`config.mk`:
```
export PLATFORM = sky130hd
export DESIGN_NAME = conflict_filter_flat
export DESIGN_NICKNAME = d
export VERILOG_FILES = /design/src/rtl/conflict_filter_if.sv /design/src/rtl/conflict_filter.sv /design/src/flat_wrapper.sv
export SDC_FILE = /design/constraint.sdc
export NUM_CORES = 2
export LEC_CHECK = 0
export BUFFER_PORTS_ARGS = -buffer_cell sky130_fd_sc_hd__buf_2
export CORE_AREA = 2 2 674 676
export DETAILED_ROUTE_END_ITERATION = 10
export DIE_AREA = 0 0 676 678
export PLACE_DENSITY = 0.3
export SLEW_MARGIN = 20
export SYNTH_ARGS = -nofsm -noshare
export SYNTH_HDL_FRONTEND = slang
export SYNTH_SLANG_ARGS = --single-unit
```
`constraint.sdc`:
```
create_clock -name clk -period 5.4 [get_ports clk]
set_clock_uncertainty 0.2 [all_clocks]
set_input_delay 0.27 -clock clk [delete_from_list [all_inputs] [get_ports clk]]
set_output_delay 0.27 -clock clk [all_outputs]
set_load 0.03 [all_outputs]
```
`src/rtl/conflict_filter_if.sv`:
```
// conflict_filter_if: AXI-Stream-style transaction channel.
//   tvalid / tready               : handshake
//   tdata_owner_programID         : 64-bit owner ID
//   tdata_read_dependencies       : read dependency bitmap
//   tdata_write_dependencies      : write dependency bitmap
// master drives valid/data and samples ready; slave is the mirror image.
interface conflict_filter_if #(
    parameter int unsigned MAX_DEPENDENCIES = 256
);
    logic                        tvalid;
    logic                        tready;
    logic [63:0]                 tdata_owner_programID;
    logic [MAX_DEPENDENCIES-1:0] tdata_read_dependencies;
    logic [MAX_DEPENDENCIES-1:0] tdata_write_dependencies;

    modport master (
        output tvalid,
        input  tready,
        output tdata_owner_programID,
        output tdata_read_dependencies,
        output tdata_write_dependencies
    );

    modport slave (
        input  tvalid,
        output tready,
        input  tdata_owner_programID,
        input  tdata_read_dependencies,
        input  tdata_write_dependencies
    );
endinterface

```
`src/rtl/conflict_filter.sv`:
```
// conflict_filter: admission stage in front of the batch collector. Holds one
// transaction at a time and forwards it only if it does not conflict with the
// read/write masks accumulated for the open batch (or the batch is full).
// Ports:
//   clk, rst_n          : clock, asynchronous active-low reset
//   s_axis (slave)      : incoming transactions from the scheduler
//   m_axis (master)     : admitted transactions to the batch collector
//   batch_completed     : one-cycle pulse, the open batch has been closed
//   acc_read_mask       : cumulative read mask of the open batch
//   acc_write_mask      : cumulative write mask of the open batch
//   admitted_count      : transactions admitted to the open batch
//   stalled             : a held transaction is waiting for batch completion
//   conflicts_detected  : running count of conflict/full stall events
module conflict_filter #(
    parameter int unsigned MAX_DEPENDENCIES = 256,
    parameter int unsigned MAX_BATCH_SIZE   = 8
) (
    input  logic                        clk,
    input  logic                        rst_n,
    conflict_filter_if.slave            s_axis,
    conflict_filter_if.master           m_axis,
    input  logic                        batch_completed,
    output logic [MAX_DEPENDENCIES-1:0] acc_read_mask,
    output logic [MAX_DEPENDENCIES-1:0] acc_write_mask,
    output logic [3:0]                  admitted_count,
    output logic                        stalled,
    output logic [31:0]                 conflicts_detected
);
    localparam logic [1:0] StAccept    = 2'd0;
    localparam logic [1:0] StEval      = 2'd1;
    localparam logic [1:0] StSend      = 2'd2;
    localparam logic [1:0] StWaitClear = 2'd3;

    logic [1:0]                  state_q, state_d;
    logic                        s_tready_q, s_tready_d;
    logic                        m_tvalid_q, m_tvalid_d;
    logic [63:0]                 m_id_q, m_id_d;
    logic [MAX_DEPENDENCIES-1:0] m_rd_q, m_rd_d, m_wr_q, m_wr_d;
    logic [63:0]                 hold_id_q, hold_id_d;
    logic [MAX_DEPENDENCIES-1:0] hold_rd_q, hold_rd_d, hold_wr_q, hold_wr_d;
    logic [MAX_DEPENDENCIES-1:0] acc_rd_q, acc_rd_d, acc_wr_q, acc_wr_d;
    logic [3:0]                  count_q, count_d;
    logic                        stalled_q, stalled_d;
    logic [31:0]                 conflicts_q, conflicts_d;
    logic                        conflict, full;

    // Read-after-read is harmless; any overlap involving a write is not.
    assign conflict = |(hold_wr_q & (acc_rd_q | acc_wr_q)) | |(hold_rd_q & acc_wr_q);
    assign full     = (count_q == 4'(MAX_BATCH_SIZE));

    always_comb begin
        state_d     = state_q;
        s_tready_d  = s_tready_q;
        m_tvalid_d  = m_tvalid_q;
        m_id_d      = m_id_q;
        m_rd_d      = m_rd_q;
        m_wr_d      = m_wr_q;
        hold_id_d   = hold_id_q;
        hold_rd_d   = hold_rd_q;
        hold_wr_d   = hold_wr_q;
        acc_rd_d    = acc_rd_q;
        acc_wr_d    = acc_wr_q;
        count_d     = count_q;
        stalled_d   = stalled_q;
        conflicts_d = conflicts_q;

        unique case (state_q)
            StAccept: begin
                if (batch_completed) begin
                    acc_rd_d = '0;
                    acc_wr_d = '0;
                    count_d  = '0;
                end
                if (s_axis.tvalid && s_tready_q) begin
                    hold_id_d  = s_axis.tdata_owner_programID;
                    hold_rd_d  = s_axis.tdata_read_dependencies;
                    hold_wr_d  = s_axis.tdata_write_dependencies;
                    s_tready_d = 1'b0;
                    state_d    = StEval;
                end
            end
            StEval: begin
                if (batch_completed) begin
                    // Clear now, decide next cycle against the empty batch.
                    acc_rd_d = '0;
                    acc_wr_d = '0;
                    count_d  = '0;
                end else if (!conflict && !full) begin
                    acc_rd_d   = acc_rd_q | hold_rd_q;
                    acc_wr_d   = acc_wr_q | hold_wr_q;
                    count_d    = count_q + 4'd1;
                    m_id_d     = hold_id_q;
                    m_rd_d     = hold_rd_q;
                    m_wr_d     = hold_wr_q;
                    m_tvalid_d = 1'b1;
                    state_d    = StSend;
                end else begin
                    conflicts_d = conflicts_q + 32'd1;
                    stalled_d   = 1'b1;
                    state_d     = StWaitClear;
                end
            end
            StSend: begin
                // The pending output becomes the first member of the new batch.
                if (batch_completed) begin
                    acc_rd_d = m_rd_q;
                    acc_wr_d = m_wr_q;
                    count_d  = 4'd1;
                end
                if (m_axis.tready) begin
                    m_tvalid_d = 1'b0;
                    s_tready_d = 1'b1;
                    state_d    = StAccept;
                end
            end
            StWaitClear: begin
                if (batch_completed) begin
                    acc_rd_d  = '0;
                    acc_wr_d  = '0;
                    count_d   = '0;
                    stalled_d = 1'b0;
                    state_d   = StEval;
                end
            end
            default: state_d = StAccept;
        endcase
    end

    always_ff @(posedge clk or negedge rst_n) begin
        if (!rst_n) begin
            state_q     <= StAccept;
            s_tready_q  <= 1'b1;
            m_tvalid_q  <= 1'b0;
            m_id_q      <= '0;
            m_rd_q      <= '0;
            m_wr_q      <= '0;
            hold_id_q   <= '0;
            hold_rd_q   <= '0;
            hold_wr_q   <= '0;
            acc_rd_q    <= '0;
            acc_wr_q    <= '0;
            count_q     <= '0;
            stalled_q   <= 1'b0;
            conflicts_q <= '0;
        end else begin
            state_q     <= state_d;
            s_tready_q  <= s_tready_d;
            m_tvalid_q  <= m_tvalid_d;
            m_id_q      <= m_id_d;
            m_rd_q      <= m_rd_d;
            m_wr_q      <= m_wr_d;
            hold_id_q   <= hold_id_d;
            hold_rd_q   <= hold_rd_d;
            hold_wr_q   <= hold_wr_d;
            acc_rd_q    <= acc_rd_d;
            acc_wr_q    <= acc_wr_d;
            count_q     <= count_d;
            stalled_q   <= stalled_d;
            conflicts_q <= conflicts_d;
        end
    end

    assign s_axis.tready                   = s_tready_q;
    assign m_axis.tvalid                   = m_tvalid_q;
    assign m_axis.tdata_owner_programID    = m_id_q;
    assign m_axis.tdata_read_dependencies  = m_rd_q;
    assign m_axis.tdata_write_dependencies = m_wr_q;
    assign acc_read_mask                   = acc_rd_q;
    assign acc_write_mask                  = acc_wr_q;
    assign admitted_count                  = count_q;
    assign stalled                         = stalled_q;
    assign conflicts_detected              = conflicts_q;
endmodule

```
`src/flat_wrapper.sv`:
```
// flat-port wrapper written by rule: the top's interface ports become plain ports
module conflict_filter_flat 
#(
    parameter int unsigned MAX_DEPENDENCIES = 256,
    parameter int unsigned MAX_BATCH_SIZE   = 8
)
  (clk, rst_n, batch_completed, acc_read_mask, acc_write_mask, admitted_count, stalled, conflicts_detected, s_axis_tvalid, s_axis_tready, s_axis_tdata_owner_programID, s_axis_tdata_read_dependencies, s_axis_tdata_write_dependencies, m_axis_tvalid, m_axis_tready, m_axis_tdata_owner_programID, m_axis_tdata_read_dependencies, m_axis_tdata_write_dependencies);
  conflict_filter_if #(.MAX_DEPENDENCIES(MAX_DEPENDENCIES)) s_axis_i ();
  conflict_filter_if #(.MAX_DEPENDENCIES(MAX_DEPENDENCIES)) m_axis_i ();
  input  logic clk;
  input  logic rst_n;
  input  logic batch_completed;
  output logic [MAX_DEPENDENCIES-1:0] acc_read_mask;
  output logic [MAX_DEPENDENCIES-1:0] acc_write_mask;
  output logic [3:0] admitted_count;
  output logic stalled;
  output logic [31:0] conflicts_detected;
  input wire logic [$bits(s_axis_i.tvalid)-1:0] s_axis_tvalid;
  output wire logic [$bits(s_axis_i.tready)-1:0] s_axis_tready;
  input wire logic [$bits(s_axis_i.tdata_owner_programID)-1:0] s_axis_tdata_owner_programID;
  input wire logic [$bits(s_axis_i.tdata_read_dependencies)-1:0] s_axis_tdata_read_dependencies;
  input wire logic [$bits(s_axis_i.tdata_write_dependencies)-1:0] s_axis_tdata_write_dependencies;
  output wire logic [$bits(m_axis_i.tvalid)-1:0] m_axis_tvalid;
  input wire logic [$bits(m_axis_i.tready)-1:0] m_axis_tready;
  output wire logic [$bits(m_axis_i.tdata_owner_programID)-1:0] m_axis_tdata_owner_programID;
  output wire logic [$bits(m_axis_i.tdata_read_dependencies)-1:0] m_axis_tdata_read_dependencies;
  output wire logic [$bits(m_axis_i.tdata_write_dependencies)-1:0] m_axis_tdata_write_dependencies;
  assign s_axis_i.tvalid = s_axis_tvalid;
  assign s_axis_tready = s_axis_i.tready;
  assign s_axis_i.tdata_owner_programID = s_axis_tdata_owner_programID;
  assign s_axis_i.tdata_read_dependencies = s_axis_tdata_read_dependencies;
  assign s_axis_i.tdata_write_dependencies = s_axis_tdata_write_dependencies;
  assign m_axis_tvalid = m_axis_i.tvalid;
  assign m_axis_i.tready = m_axis_tready;
  assign m_axis_tdata_owner_programID = m_axis_i.tdata_owner_programID;
  assign m_axis_tdata_read_dependencies = m_axis_i.tdata_read_dependencies;
  assign m_axis_tdata_write_dependencies = m_axis_i.tdata_write_dependencies;
  conflict_filter #(.MAX_DEPENDENCIES(MAX_DEPENDENCIES), .MAX_BATCH_SIZE(MAX_BATCH_SIZE)) u_core (.clk(clk), .rst_n(rst_n), .s_axis(s_axis_i), .m_axis(m_axis_i), .batch_completed(batch_completed), .acc_read_mask(acc_read_mask), .acc_write_mask(acc_write_mask), .admitted_count(admitted_count), .stalled(stalled), .conflicts_detected(conflicts_detected));
endmodule
```
Word-level counts from Yosys, hierarchy flattened:

Index checks and enable logic that the tools add are counted.

* flip-flop bits (word level): 1705
* bits of input ports: 581
* output and inout port bits: 1127
* word-level logic and storage cells: 87

* add/sub/neg operators: 2
* eq/ne operators: 13
* multiplexer cells: 31
* bitwise logic cells: 8
* reduce and logical (&&, ||, !) cells: 19

Operator list (number)
* $mux 256: 7
* $pmux 256 s3: 2
* $or 256x256->256: 3
* $and 256x256->256: 2
* $reduce_or 256->1: 2
* $add 32x1->32 const B: 1
* $mux 4: 4
* $pmux 4 s3: 1
* $reduce_and 3->1: 4
* $reduce_and 4->1: 3
* $ne 2x2->1 const B: 5
* $mux 1: 9
* $mux 2: 4
* $pmux 2 s4: 1
* $ne 2x1->1 const B: 3
* $pmux 1 s2: 3
* $reduce_bool 2->1: 3
* $add 4x1->4 const B: 1
* $eq 2x2->1 const B: 2
* $eq 4x4->1 const B: 1
* $ne 3x2->1 const B: 1
* $eq 2x1->1 const B: 1
* $logic_and 1x1->1: 2
* $logic_not 1->1: 2
* other kinds (5): 6

Logic depth before layout (Yosys ltp):

* word-level depth: 9
* gate-level depth with buffers: 12
* mapped depth without buffers: 10

Worst setup path after synthesis:

Ideal clock, no wire load.

* kind: flip-flop to flip-flop
* from: register u_core.acc_wr_q[69] (netlist: u_core.acc_write_mask[69])
* to: register u_core.m_rd_q[190] (netlist: u_core.m_axis.tdata_read_dependencies[190])
* library setup time: 0.125 ns
* arrival: 3.007 ns
* required time: 5.075 ns
* path slack: 2.068 ns
* stages on the path, launching flop included: 11
* buffers on the path: 2
* period minus slack after synthesis: 3.332 ns
* cell sequence: dfrtp_1 > a22o_1 > a221oi_1 > nand3_1 > or4_1 > nor4_2 > nand4_2 > nor2_4 > buf_2 > buf_4 > mux2_2

* cells in the longest elaborated chain, start to end: 7
* elaborated cells between the ends (all ways): 9
* those cells by class: bitwise: 4; reduce/logical: 5

RTL lines
* start: declaration: line conflict_filter.sv:41 `logic [MAX_DEPENDENCIES-1:0] acc_rd_q, acc_rd_d, acc_wr_q, acc_wr_d;`
* start signal: assignment: line conflict_filter.sv:156 `acc_wr_q <= acc_wr_d;`
* $or 256x256->256: line conflict_filter.sv:48 `assign conflict = |(hold_wr_q & (acc_rd_q | acc_wr_q)) | |(hold_rd_q & acc_wr_q);`
* $and 256x256->256: line conflict_filter.sv:48
* $reduce_or 256->1: line conflict_filter.sv:48
* $or 1x1->1 *: line conflict_filter.sv:48
* $logic_not 1->1 *: line conflict_filter.sv:88 `end else if (!conflict && !full) begin`
* $logic_and 1x1->1 *: line conflict_filter.sv:88
* $reduce_and 3->1 (no line) *
* end signal: assignment: line conflict_filter.sv:150 `m_rd_q <= m_rd_d;`
* end: declaration: line conflict_filter.sv:38 `logic [MAX_DEPENDENCIES-1:0] m_rd_q, m_rd_d, m_wr_q, m_wr_d;`

Mark *: on every way between the ends. The rest lies on a longest branch, timed or not.
A chain may end at the register's enable or synchronous reset.

Worst setup path after layout:

* from: register u_core.acc_wr_q[146] (netlist: u_core.acc_write_mask[146])
* to: register u_core.m_rd_q[138] (netlist: u_core.m_axis.tdata_read_dependencies[138])

Same word-level chain as after synthesis.

==> flow_metrics.py <==
metrics = {
    "worst_setup_path": {
        "worstPathCellList": "o21ai_1 -> nand4_1 -> or4_1 -> nor4_1 -> and3_1 -> nand4_4 -> nor2_4 -> buf_12 -> buf_12 -> buf_12 -> mux2_2",
        "cpMostUsedCell": "buf_12",
        "cp-start-kind": "flip-flop",
        "crit_path_end_kind": "flip-flop",
        "slowest_stage": "o21ai_1",
        "required_ps": 5980,
        "cp_max_fo": 21,
        "slowest_delay_ps": 1040,
        "worst-r2r-setup-slack_ps": 320,
        "arrival_ps": 5670,
        "crit_type": "reg -> reg",
    },
    "power_and_ir_drop": {
        "p_switching_mw": 32.6,
        "p_comb_share_pct": 38.7,
        "p_total_mw": 68.0,
        "p_leak_nw": 52.3,
        "power.internal_mw": 35.4,
        "clockPowerShare_pct": 24.0,
        "p_seq_share_pct": 37.3,
        "p_sw_share_pct": 47.9,
        "p_per_area_nw_per_um2": 622,
        "vdd_drop_max_mv": 0.322,
    },
    "timing": {
        "setup_tns_ps": 0,
        "slew_headroom_pct": 9.63,
        "fin_crit_ps": 5080,
        "setup_viol": 0,
        "min_period_over_period_pct": 94.1,
        "drv_slew": 0,
        "fmaxAchievable_mhz": 197,
        "hold_viol": 0,
        "worstMarginPinSlew_ps": 1350,
        "rsz0062_at_grt": "no",
    },
    "synth": {
        "syn-cell-area_sq_um": 71600,
        "syn_inst": 5882,
        "ys_async_sr_fraction_pct": 100,
        "synthFlopType": "dfrtp_1",
        "yosysUniqueCellTypes": 49,
        "synth_most_common_cell": "dfrtp_1",
        "ys_warn_count": 0,
        "yosys-top-cells-count": "1,704 x dfrtp_1, 1,036 x mux2_2, 770 x o21ai_0, 529 x nand2_1, 521 x nor2_1",
        "ys_seq_area_share_pct": 59.6,
        "syn_nets": 6470,
        "synth_area_per_cell_sq_um": 12.2,
        "synth_edf_count": 0,
        "ys_top_cells_by_area": "dfrtp_1 60%, mux2_2 16%, o21ai_0 5.4%",
        "synth_largest_area_cell": "dfrtp_1",
        "synth_top_area_share_pct": 59.6,
        "ys_ff_latch": 1705,
    },
    "clock_tree": {
        "clock_path_buffers": 4,
        "numCtsBuffers": 230,
        "insertion_delay_ps": 990,
        "cts_max_level": 4,
        "clock-sinks": 1705,
        "clk_pin_slew_worst_paths_ps": 60,
        "post-cts-setup-buffer-count": 0,
        "cts_tree": "built",
        "cts_resized": 0,
        "cts_hold_buffers": 1069,
        "clockRootBuffer": "clkbuf_16",
    },
    "detailed_routing": {
        "vias": 63900,
        "drtIter0Drc": 4272,
        "postRouteAntennaNets": 0,
        "routed_wl_um": 560000,
        "top_layer_used": "met5",
        "wl_met3_um": 34000,
        "post_drt_wl_per_cell_um": 36.7,
        "via_per_inst": 4.18,
        "drt_pass1_iterations": 6,
        "post-route-drc-count": 0,
        "wl_met1_um": 235000,
        "wl_met2_um": 269000,
    },
    "placed_design": {
        "gp_congestion": 0.868,
        "dp_hpwl_um": 464000,
        "dp_cells": 13700,
        "numPortBuffers": 1707,
    },
    "floorplan": {
        "die_area_sq_um": 458000,
        "core_area_sq_um": 451000,
        "rows": 247,
        "chipWidth_um": 676,
        "num_io_pins": 1708,
        "start_util_pct": 15.9,
        "die_h_um": 678,
    },
    "final_layout": {
        "layout.cells.non_filler": 15300,
        "area_growth_pct": 52.6,
        "drive_gt1_share_pct": 38.4,
        "nets": 9571,
        "fillers": 48600,
    },
    "grt": {
        "antenna_found_initial": 286,
        "gr-total-overflow": 0,
        "grt_max_degree": 152,
        "grt_pass1_vias": 64700,
        "grt.total_usage_pct": 23.7,
        "grt_pass1_wl_um": 711000,
    },
    "outcome": {
        "outcome": "complete, no violations",
    },
    "worst_hold_path": {
        "min-delay-path-class": "in -> reg",
    },
    "run": {
        "cap_viol_max_count": 0,
    },
}
area by class of cell:
class                   count  area (sq um)  area share, %
clock buffers             348          6840           6.26
repair buffers           3175         23500           21.5
multi-input cells        3862         27400           25.1
inverters                   9          33.8         0.0309
well taps                5976          7480           6.84
diodes                    118           295          0.270
flip-flops and latches   1705         42700           39.1
clock inverters            73          1070          0.979
kinds of logic after synthesis:
group	Yosys count	synth area share, %
buffers and inverters	315	2.19
AND/OR/NAND/NOR	1243	7.20
adder cells (fa/ha/maj)	7	0.122
flip-flops	1705	59.6
XOR/XNOR	31	0.379
AO/OA/AOI/OAI	1428	12.4
multiplexers	1153	18.1
metal layers:
metal	vias up	global-route usage, %
li1	27400	-
met1	33500	29.6
met2	2172	40.4
met3	710	5.54
met4	94	7.32
met5	-	0
state kept, by name, summed over array words and instances (netlist names), 32 cells and up:
signal / count
u_core.m_axis.tdata_read_dependencies: 256
u_core.acc_read_mask: 256
u_core.hold_rd_q: 256
u_core.m_axis.tdata_owner_programID: 64
u_core.m_axis.tdata_write_dependencies: 256
u_core.conflicts_detected: 32
u_core.hold_wr_q: 256
u_core.hold_id_q: 64
u_core.acc_write_mask: 256
power by group through the flow:
stage | Combinational (mW) | Clock, mW | Sequential [mW]
after detailed placement | 26.1 | 0 | 25.7
after CTS | 26.9 | 16.8 | 25.5
after global placement | 25.9 | 0 | 25.5
after floorplan | 7.94 | 0 | 26.4
after global routing | 27.7 | 17.3 | 26.0
final | 26.3 | 16.3 | 25.4
worst max-delay path, delay by kind of cell, from the launching register on:
family,cells,cell delay [ps]
buf+inv,3,670
mux,1,350
flops,1,430
compound gates,1,1040
simple gates,6,2120
worst paths after layout:
kind | startpoint | end | depth (start not counted)
setup / recovery | u_core.acc_write_mask[146] | u_core.m_axis.tdata_read_dependencies[138] | 11
hold / removal | s_axis_tdata_read_dependencies[199] | u_core.hold_rd_q[199] | 3
setup reg to reg | u_core.acc_write_mask[146] | u_core.m_axis.tdata_read_dependencies[138] | 11
hold reg to reg | u_core.hold_id_q[46] | u_core.m_axis.tdata_owner_programID[46] | 1
max in group asynchronous | rst_n | u_core.acc_read_mask[65] | 5
min in group asynchronous | rst_n | u_core.m_axis.tdata_write_dependencies[227] | 4
layout by cell type, fill, tap and decap left out, types with 5 or more instances in the layout:
cell type	netlist	final
nand3_1	28	27
clkinv_2	0	33
diode_2	0	118
or4_1	7	7
nor2_1	521	520
o21ai_1	0	52
o21ai_0	770	717
nor4_1	17	17
clkinvlp_4	0	6
and3_1	16	16
inv_1	9	9
dlygate4sd3_1	0	1068
mux2_1	117	117
mux2_2	1036	1036
nand4_1	100	100
clkbuf_16	0	230
ha_1	7	7
a22o_1	19	19
o21a_1	511	511
and4_1	5	5
buf_2	19	1706
nand2_1	529	529
bufinv_16	0	16
clkbuf_1	171	54
buf_12	0	96
a221oi_1	19	16
clkinv_16	0	9
clkbuf_8	0	64
xnor2_1	30	30
dfrtp_1	1704	1704
a22oi_1	90	90
buf_4	97	303
clkinv_4	0	5
through the flow:
stage	worst slack, ps	instance area (sq um)	hold WS (ps)	util [%]
final	318	109000	47.5	24.2
after global routing	140	109000	30.1	24.2
after CTS	164	109000	0.446	24.1
after detailed placement	182	90300	147	20.0
after global placement	128	90300	151	20.0
after floorplan	2070	71600	-226	-
Power figures use the tool's default switching activity.
